[src/rtl/z_buffer_stage_if.sv]
// z_buffer_stage_if: pixel handshake, clear control and frame-buffer write bundle.
// accept_cnt/reject_cnt exist only when ZBUF_STATS_EN is defined.
interface z_buffer_stage_if #(
    parameter int X_WIDTH     = 4,
    parameter int Y_WIDTH     = 4,
    parameter int Z_WIDTH     = 8,
    parameter int PIXEL_WIDTH = 16
`ifdef ZBUF_STATS_EN
    ,
    parameter int CNT_WIDTH   = 16
`endif
);
    logic [PIXEL_WIDTH-1:0]       pix_in;
    logic                         send_z_buffer;
    logic                         rdy_z_buffer;
    logic                         clear;
    logic                         clear_done;
    logic                         fb_valid;
    logic [X_WIDTH+Y_WIDTH-1:0]   fb_addr;
    logic [Z_WIDTH-1:0]           fb_z;
`ifdef ZBUF_STATS_EN
    logic [CNT_WIDTH-1:0]         accept_cnt;
    logic [CNT_WIDTH-1:0]         reject_cnt;
`endif

    modport master (
        output pix_in, send_z_buffer, clear,
        input  rdy_z_buffer, clear_done, fb_valid, fb_addr, fb_z
`ifdef ZBUF_STATS_EN
        , input accept_cnt, reject_cnt
`endif
    );

    modport slave (
        input  pix_in, send_z_buffer, clear,
        output rdy_z_buffer, clear_done, fb_valid, fb_addr, fb_z
`ifdef ZBUF_STATS_EN
        , output accept_cnt, reject_cnt
`endif
    );
endinterface

[src/rtl/z_buffer_stage.sv]
// z_buffer_stage: depth test against a cleared-to-far depth memory, emitting frame-buffer writes.
// Define ZBUF_STATS_EN to add saturating accept/reject counters.
module z_buffer_stage #(
    parameter int X_WIDTH     = 4,
    parameter int Y_WIDTH     = 4,
    parameter int Z_WIDTH     = 8,
    parameter int PIXEL_WIDTH = 16
`ifdef ZBUF_STATS_EN
    ,
    parameter int CNT_WIDTH   = 16
`endif
) (
    input  logic              clk,
    input  logic              reset,
    z_buffer_stage_if.slave   zif
);
    localparam int A_WIDTH = X_WIDTH + Y_WIDTH;
    localparam int DEPTH   = 1 << A_WIDTH;

    typedef enum logic [1:0] {CLEAR, IDLE, READ, CMP} state_t;

    state_t               state_q;
    logic [A_WIDTH-1:0]   sweep_q;
    logic [A_WIDTH-1:0]   addr_q;
    logic [A_WIDTH-1:0]   fb_addr_q;
    logic [Z_WIDTH-1:0]   z_q;
    logic [Z_WIDTH-1:0]   rd_q;
    logic [Z_WIDTH-1:0]   fb_z_q;
    logic                 fb_valid_q;
    logic                 clear_done_q;
    logic [Z_WIDTH-1:0]   mem [DEPTH];
    logic                 pass;
    logic                 we;
    logic [A_WIDTH-1:0]   waddr;
    logic [Z_WIDTH-1:0]   wdata;

    assign pass  = state_q == CMP && z_q < rd_q;
    assign we    = state_q == CLEAR || pass;
    assign waddr = state_q == CLEAR ? sweep_q : addr_q;
    assign wdata = state_q == CLEAR ? '1 : z_q;

    // The read port always follows addr_q, so rd_q is valid in CMP.
    always_ff @(posedge clk) begin
        if (we) mem[waddr] <= wdata;
        rd_q <= mem[addr_q];
    end

    always_ff @(posedge clk) begin
        if (reset) begin
            state_q      <= CLEAR;
            sweep_q      <= '0;
            addr_q       <= '0;
            z_q          <= '0;
            fb_valid_q   <= 1'b0;
            fb_addr_q    <= '0;
            fb_z_q       <= '0;
            clear_done_q <= 1'b0;
        end else begin
            fb_valid_q   <= pass;
            clear_done_q <= 1'b0;
            case (state_q)
                CLEAR: begin
                    sweep_q <= sweep_q + 1'b1;
                    if (&sweep_q) begin
                        state_q      <= IDLE;
                        clear_done_q <= 1'b1;
                    end
                end
                IDLE: begin
                    if (zif.clear) begin
                        state_q <= CLEAR;
                        sweep_q <= '0;
                    end else if (zif.send_z_buffer) begin
                        addr_q  <= zif.pix_in[PIXEL_WIDTH-1:Z_WIDTH];
                        z_q     <= zif.pix_in[Z_WIDTH-1:0];
                        state_q <= READ;
                    end
                end
                READ: state_q <= CMP;
                default: begin
                    if (pass) begin
                        fb_addr_q <= addr_q;
                        fb_z_q    <= z_q;
                    end
                    state_q <= IDLE;
                end
            endcase
        end
    end

    assign zif.rdy_z_buffer = state_q == IDLE && !zif.clear;
    assign zif.clear_done   = clear_done_q;
    assign zif.fb_valid     = fb_valid_q;
    assign zif.fb_addr      = fb_addr_q;
    assign zif.fb_z         = fb_z_q;

`ifdef ZBUF_STATS_EN
    logic [CNT_WIDTH-1:0] acc_q;
    logic [CNT_WIDTH-1:0] rej_q;

    always_ff @(posedge clk) begin
        if (reset || (state_q == IDLE && zif.clear)) begin
            acc_q <= '0;
            rej_q <= '0;
        end else if (state_q == CMP) begin
            if (pass && !(&acc_q)) acc_q <= acc_q + 1'b1;
            if (!pass && !(&rej_q)) rej_q <= rej_q + 1'b1;
        end
    end

    assign zif.accept_cnt = acc_q;
    assign zif.reject_cnt = rej_q;
`endif
endmodule

[src/flat_wrapper.sv]
// flat-port wrapper written by rule: the top's interface ports become plain ports
module z_buffer_stage_flat 
#(
    parameter int X_WIDTH     = 4,
    parameter int Y_WIDTH     = 4,
    parameter int Z_WIDTH     = 8,
    parameter int PIXEL_WIDTH = 16

)
  (clk, reset, zif_pix_in, zif_send_z_buffer, zif_clear, zif_rdy_z_buffer, zif_clear_done, zif_fb_valid, zif_fb_addr, zif_fb_z);
  z_buffer_stage_if #(.X_WIDTH(X_WIDTH), .Y_WIDTH(Y_WIDTH), .Z_WIDTH(Z_WIDTH), .PIXEL_WIDTH(PIXEL_WIDTH)) zif_i ();
  input  logic clk;
  input  logic reset;
  input wire logic [$bits(zif_i.pix_in)-1:0] zif_pix_in;
  input wire logic [$bits(zif_i.send_z_buffer)-1:0] zif_send_z_buffer;
  input wire logic [$bits(zif_i.clear)-1:0] zif_clear;
  output wire logic [$bits(zif_i.rdy_z_buffer)-1:0] zif_rdy_z_buffer;
  output wire logic [$bits(zif_i.clear_done)-1:0] zif_clear_done;
  output wire logic [$bits(zif_i.fb_valid)-1:0] zif_fb_valid;
  output wire logic [$bits(zif_i.fb_addr)-1:0] zif_fb_addr;
  output wire logic [$bits(zif_i.fb_z)-1:0] zif_fb_z;
  assign zif_i.pix_in = zif_pix_in;
  assign zif_i.send_z_buffer = zif_send_z_buffer;
  assign zif_i.clear = zif_clear;
  assign zif_rdy_z_buffer = zif_i.rdy_z_buffer;
  assign zif_clear_done = zif_i.clear_done;
  assign zif_fb_valid = zif_i.fb_valid;
  assign zif_fb_addr = zif_i.fb_addr;
  assign zif_fb_z = zif_i.fb_z;
  z_buffer_stage #(.X_WIDTH(X_WIDTH), .Y_WIDTH(Y_WIDTH), .Z_WIDTH(Z_WIDTH), .PIXEL_WIDTH(PIXEL_WIDTH)) u_core (.clk(clk), .reset(reset), .zif(zif_i));
endmodule
[config.mk]
export PLATFORM = sky130hd
export DESIGN_NAME = z_buffer_stage_flat
export DESIGN_NICKNAME = d
export VERILOG_FILES = /design/src/rtl/z_buffer_stage_if.sv /design/src/rtl/z_buffer_stage.sv /design/src/flat_wrapper.sv
export SDC_FILE = /design/constraint.sdc
export NUM_CORES = 2
export LEC_CHECK = 0
export ABC_CLOCK_PERIOD_IN_PS = 4600
export BUFFER_PORTS_ARGS = -buffer_cell sky130_fd_sc_hd__buf_2
export CORE_UTILIZATION = 55
export CTS_CLUSTER_SIZE = 40
export DETAILED_ROUTE_END_ITERATION = 8
export PLACE_DENSITY = 0.71
export SYNTH_ARGS = -nofsm -noshare
export SYNTH_HDL_FRONTEND = slang
export SYNTH_SLANG_ARGS = --single-unit
[constraint.sdc]
create_clock -name clk -period 4.6 [get_ports clk]
set_input_delay 0.23 -clock clk [delete_from_list [all_inputs] [get_ports clk]]
set_output_delay 0.23 -clock clk [all_outputs]
set_load 0.01 [all_outputs]
==> impl_metrics.csv <==
group,metric,value,unit
floorplan,start_util,55.7,%
setup_path,crit_type,"register to register",
logic_synthesis,syn_nets,3991,
clock_tree,clkSinkCount,2100,
timing,max-slew-margin-rel,9.14,%
final_layout,seq_area,0.0626,sq mm
timing,hold_violations,0,
clock_tree,post-cts-setup-buffers,0,
clock_tree,clk_pin_slew,0.07,ns
global_route,grt_first_pass_wirelength,299,mm
final_layout,multi_input_area,0.0187,sq mm
logic_synthesis,synth.area.top_cells,"edfxtp_1 74%, mux4_2 13%, a211oi_1 2.4%",
setup_path,crit_path_top_delay_cell,"dfxtp_4",
floorplan,die_h,390,um
detailed_routing,drt-initial-drc-count,5717,
outcome,status,"completed",
setup_path,end_kind,"register",
logic_synthesis,synth.most_common_cell,"edfxtp_1",
logic_synthesis,synth_edf_count,2048,
setup_path,rr_startpoint,"u_core.addr_q[0]",
power_and_ir_drop,power.density,421,mW/mm^2
setup_path,critPathTopFamily,"flip-flops",
floorplan,ios,39,
setup_path,startpoint_type,"register",
place,post-dp-hpwl,124,mm
power_and_ir_drop,ir_drop,374,uV
detailed_routing,vias_per_cell,6.66,
logic_synthesis,synth_top_cell_area_share,74.3,%
floorplan,die_area,0.152,sq mm
hold_path,whs_path_depth,5,
logic_synthesis,yosysSeqAreaShare,75.6,%
setup_path,cp.arrival,5.15,ns
timing,setup_slack,0.122,ns
timing,min_period,4.48,ns
hold_path,hp-start,"zif_send_z_buffer",
logic_synthesis,syn_inst,3957,
timing,tightest_slew,1.35,ns
logic_synthesis,synth_seq_cells,2100,
setup_path,reg2reg_depth,7,
global_route,antenna_found_initial,8,
clock_tree,cts_root_buf,"clkbuf_16",
clock_tree,cts_tree,"done",
setup_path,crit_required,5.27,ns
final_layout,nets,4300,
logic_synthesis,avgSynthCellArea,20.9,sq um
global_route,overflow,0,
timing,setup_viol,0,
setup_path,cpPeakStageDelay,1.12,ns
setup_path,crit_path_cell_trace,"buf_12 > mux4_2 > a22o_1 > a221oi_1 > o22ai_1 > nor3_1 > nor3b_2",
timing,tns,0,ns
clock_tree,clockBufferDepth,3,
logic_synthesis,synth_flop_cell,"edfxtp_1",
detailed_routing,vias,42830,
global_route,first_global_vias,42336,
logic_synthesis,synth_area,0.0827,sq mm
final_layout,syn2layout_area_growth,13.4,%
hold_path,min_to,"u_core.state_q[0]",
logic_synthesis,synth.distinct_cells,63,
final_layout,nFillCells,9939,
timing,grt_setup_unrepaired,"false",
clock_tree,htree_levels,4,
timing,finalHoldWorstSlack,0.0422,ns
floorplan,rows,141,
setup_path,crit_path_start,"u_core.addr_q[0]",
setup_path,crit_buf_inv,1,
floorplan,chipWidth,390,um
final_layout,drive_gt1_share,28.0,%
timing,timing.fmax,223,MHz
job,drv_cap,0,
floorplan,coreArea,0.149,sq mm
detailed_routing,routed_wl,207,mm
setup_path,critPathMaxFanout,61,
setup_path,reg2reg_slack,0.12,ns
place,place_ws,0.206,ns
detailed_routing,drc_errors,0,
global_route,track_usage,27.5,%
detailed_routing,ant_nets,0,
detailed_routing,drt_first_pass_iters,6,
logic_synthesis,async_flop_share,0,%
logic_synthesis,yosysWarnings,0,
power_and_ir_drop,leakage,27.9,nW
hold_path,hold_class,"input pin to register",
timing,post-route-period-util,97.3,%
setup_path,reg2reg_to,"u_core.rd_q[2]",
logic_synthesis,yosysTopAreaCell,"edfxtp_1",
final_layout,diodes,0,
place,gp_congestion,0.905,
logic_synthesis,synth.top_cells.by_count,"2048 x edfxtp_1, 491 x mux4_2, 266 x a211oi_1, 154 x clkbuf_1, 112 x a22oi_1",
global_route,grt_max_degree,170,
detailed_routing,wl_per_cell,32.2,um
timing,maxSlewViolCount,0,
clock_tree,cts_made_buffers,199,
place,io_buffers,38,
timing,clock_skew,0.0284,ns
clock_tree,clkLatencyLatePin,0.83,ns
worst register-to-register path: cells and delay by family (launching register included):
family,cells,cell delay (ns)
and+or+nand+nor,2,1.08
AOI/OAI and AO/OA,3,0.98
muxes,1,0.66
DFF,1,1.12
buffers and inverters,1,0.49
sequential cells by signal (all words and copies together), names as in the netlist:
name,cells
u_core.sweep_q,8
u_core.rd_q,8
u_core.zif.fb_valid,1
u_core.zif.fb_addr,8
u_core.zif.fb_z,8
u_core.addr_q,8
u_core.state_q,2
u_core.z_q,8
u_core.zif.clear_done,1
u_core.mem,2048
logic make-up (layout without fill, tap and decap cells):
group	Yosys count	in the layout	share of synthesized area, %
AND/OR/NAND/NOR	297	297	1.96
flip-flops	2100	2100	75.6
adder cells (fa/ha/maj)	14	14	0.212
XOR/XNOR	6	6	0.0635
AO/OA/AOI/OAI	642	642	5.65
buffers and inverters	309	781	1.95
multiplexers	589	589	14.6
per-layer routing:
| layer | vias to the layer above | GRT usage [%] | share of wire, % | wire length (um) |
|---|---|---|---|---|
| met2 | 2448 | 43.9 | 49 | 101000 |
| met3 | 421 | 5.69 | 9.5 | 19600 |
| li1 | 17489 | - | - | - |
| met4 | 6 | 9.83 | 3.6 | 7500 |
| met5 | - | 0 | 0.023 | 47 |
| met1 | 22466 | 37.9 | 38 | 78900 |
cell type report:
class	count	area share (%)
Inverter	14	0.0640
Timing Repair Buffer	403	3.68
Tap cell	2002	2.67
Multi-Input combinational cell	1548	19.9
Sequential cell	2100	66.7
Clock inverter	114	1.36
Clock buffer	250	5.61
power breakdown:
part           internal [mW]  switching, mW  leakage [nW]
Combinational          0.376           1.25          6.44
Sequential              21.3         0.0548          18.3
Clock                   9.56           6.98          3.18
repair_timing:
| item | CTS | global route |
|---|---|---|
| hold buffers | 21 | 0 |
| resized for setup | 0 | 0 |
| hold endpoints to repair | 25 | 0 |
worst max-delay path by stage:
stage / endpoint / slack [ns] / cells after the start
after floorplan: u_core.mem[0][0] / 1.25 / 5
after global placement: u_core.rd_q[4] / 0.23 / 7
after detailed placement: u_core.rd_q[4] / 0.21 / 7
after CTS: u_core.rd_q[4] / 0.21 / 7
after global routing: u_core.rd_q[2] / 0.04 / 7
final: u_core.rd_q[2] / 0.12 / 7
per-stage QoR:
stage | instances | cell area, sq um | util [%] | power, mW
global route | 6431 | 93800 | 63.2 | 40.5
floorplan | 3957 | 82700 | - | 22.6
global placement | 6038 | 87000 | 58.6 | 23.3
finish | 6431 | 93800 | 63.2 | 39.5
detailed placement | 6039 | 87000 | 58.6 | 23.4
CTS | 6424 | 93700 | 63.1 | 39.7
cells in the final DEF, fill, tap and decap left out, types with 35 or more instances in the layout:
cell	netlist	final
o22ai_1	38	38
buf_12	0	39
a21oi_1	69	69
buf_4	29	297
mux4_2	491	491
nand2_1	92	92
edfxtp_1	2048	2048
nand2b_1	45	45
a22oi_1	112	112
clkbuf_1	154	46
mux2i_1	80	80
clkbuf_16	0	203
dfxtp_1	52	46
buf_2	60	44
clkinv_2	0	35
a211oi_1	266	257
No activity file was read; power rests on OpenSTA's default activity.
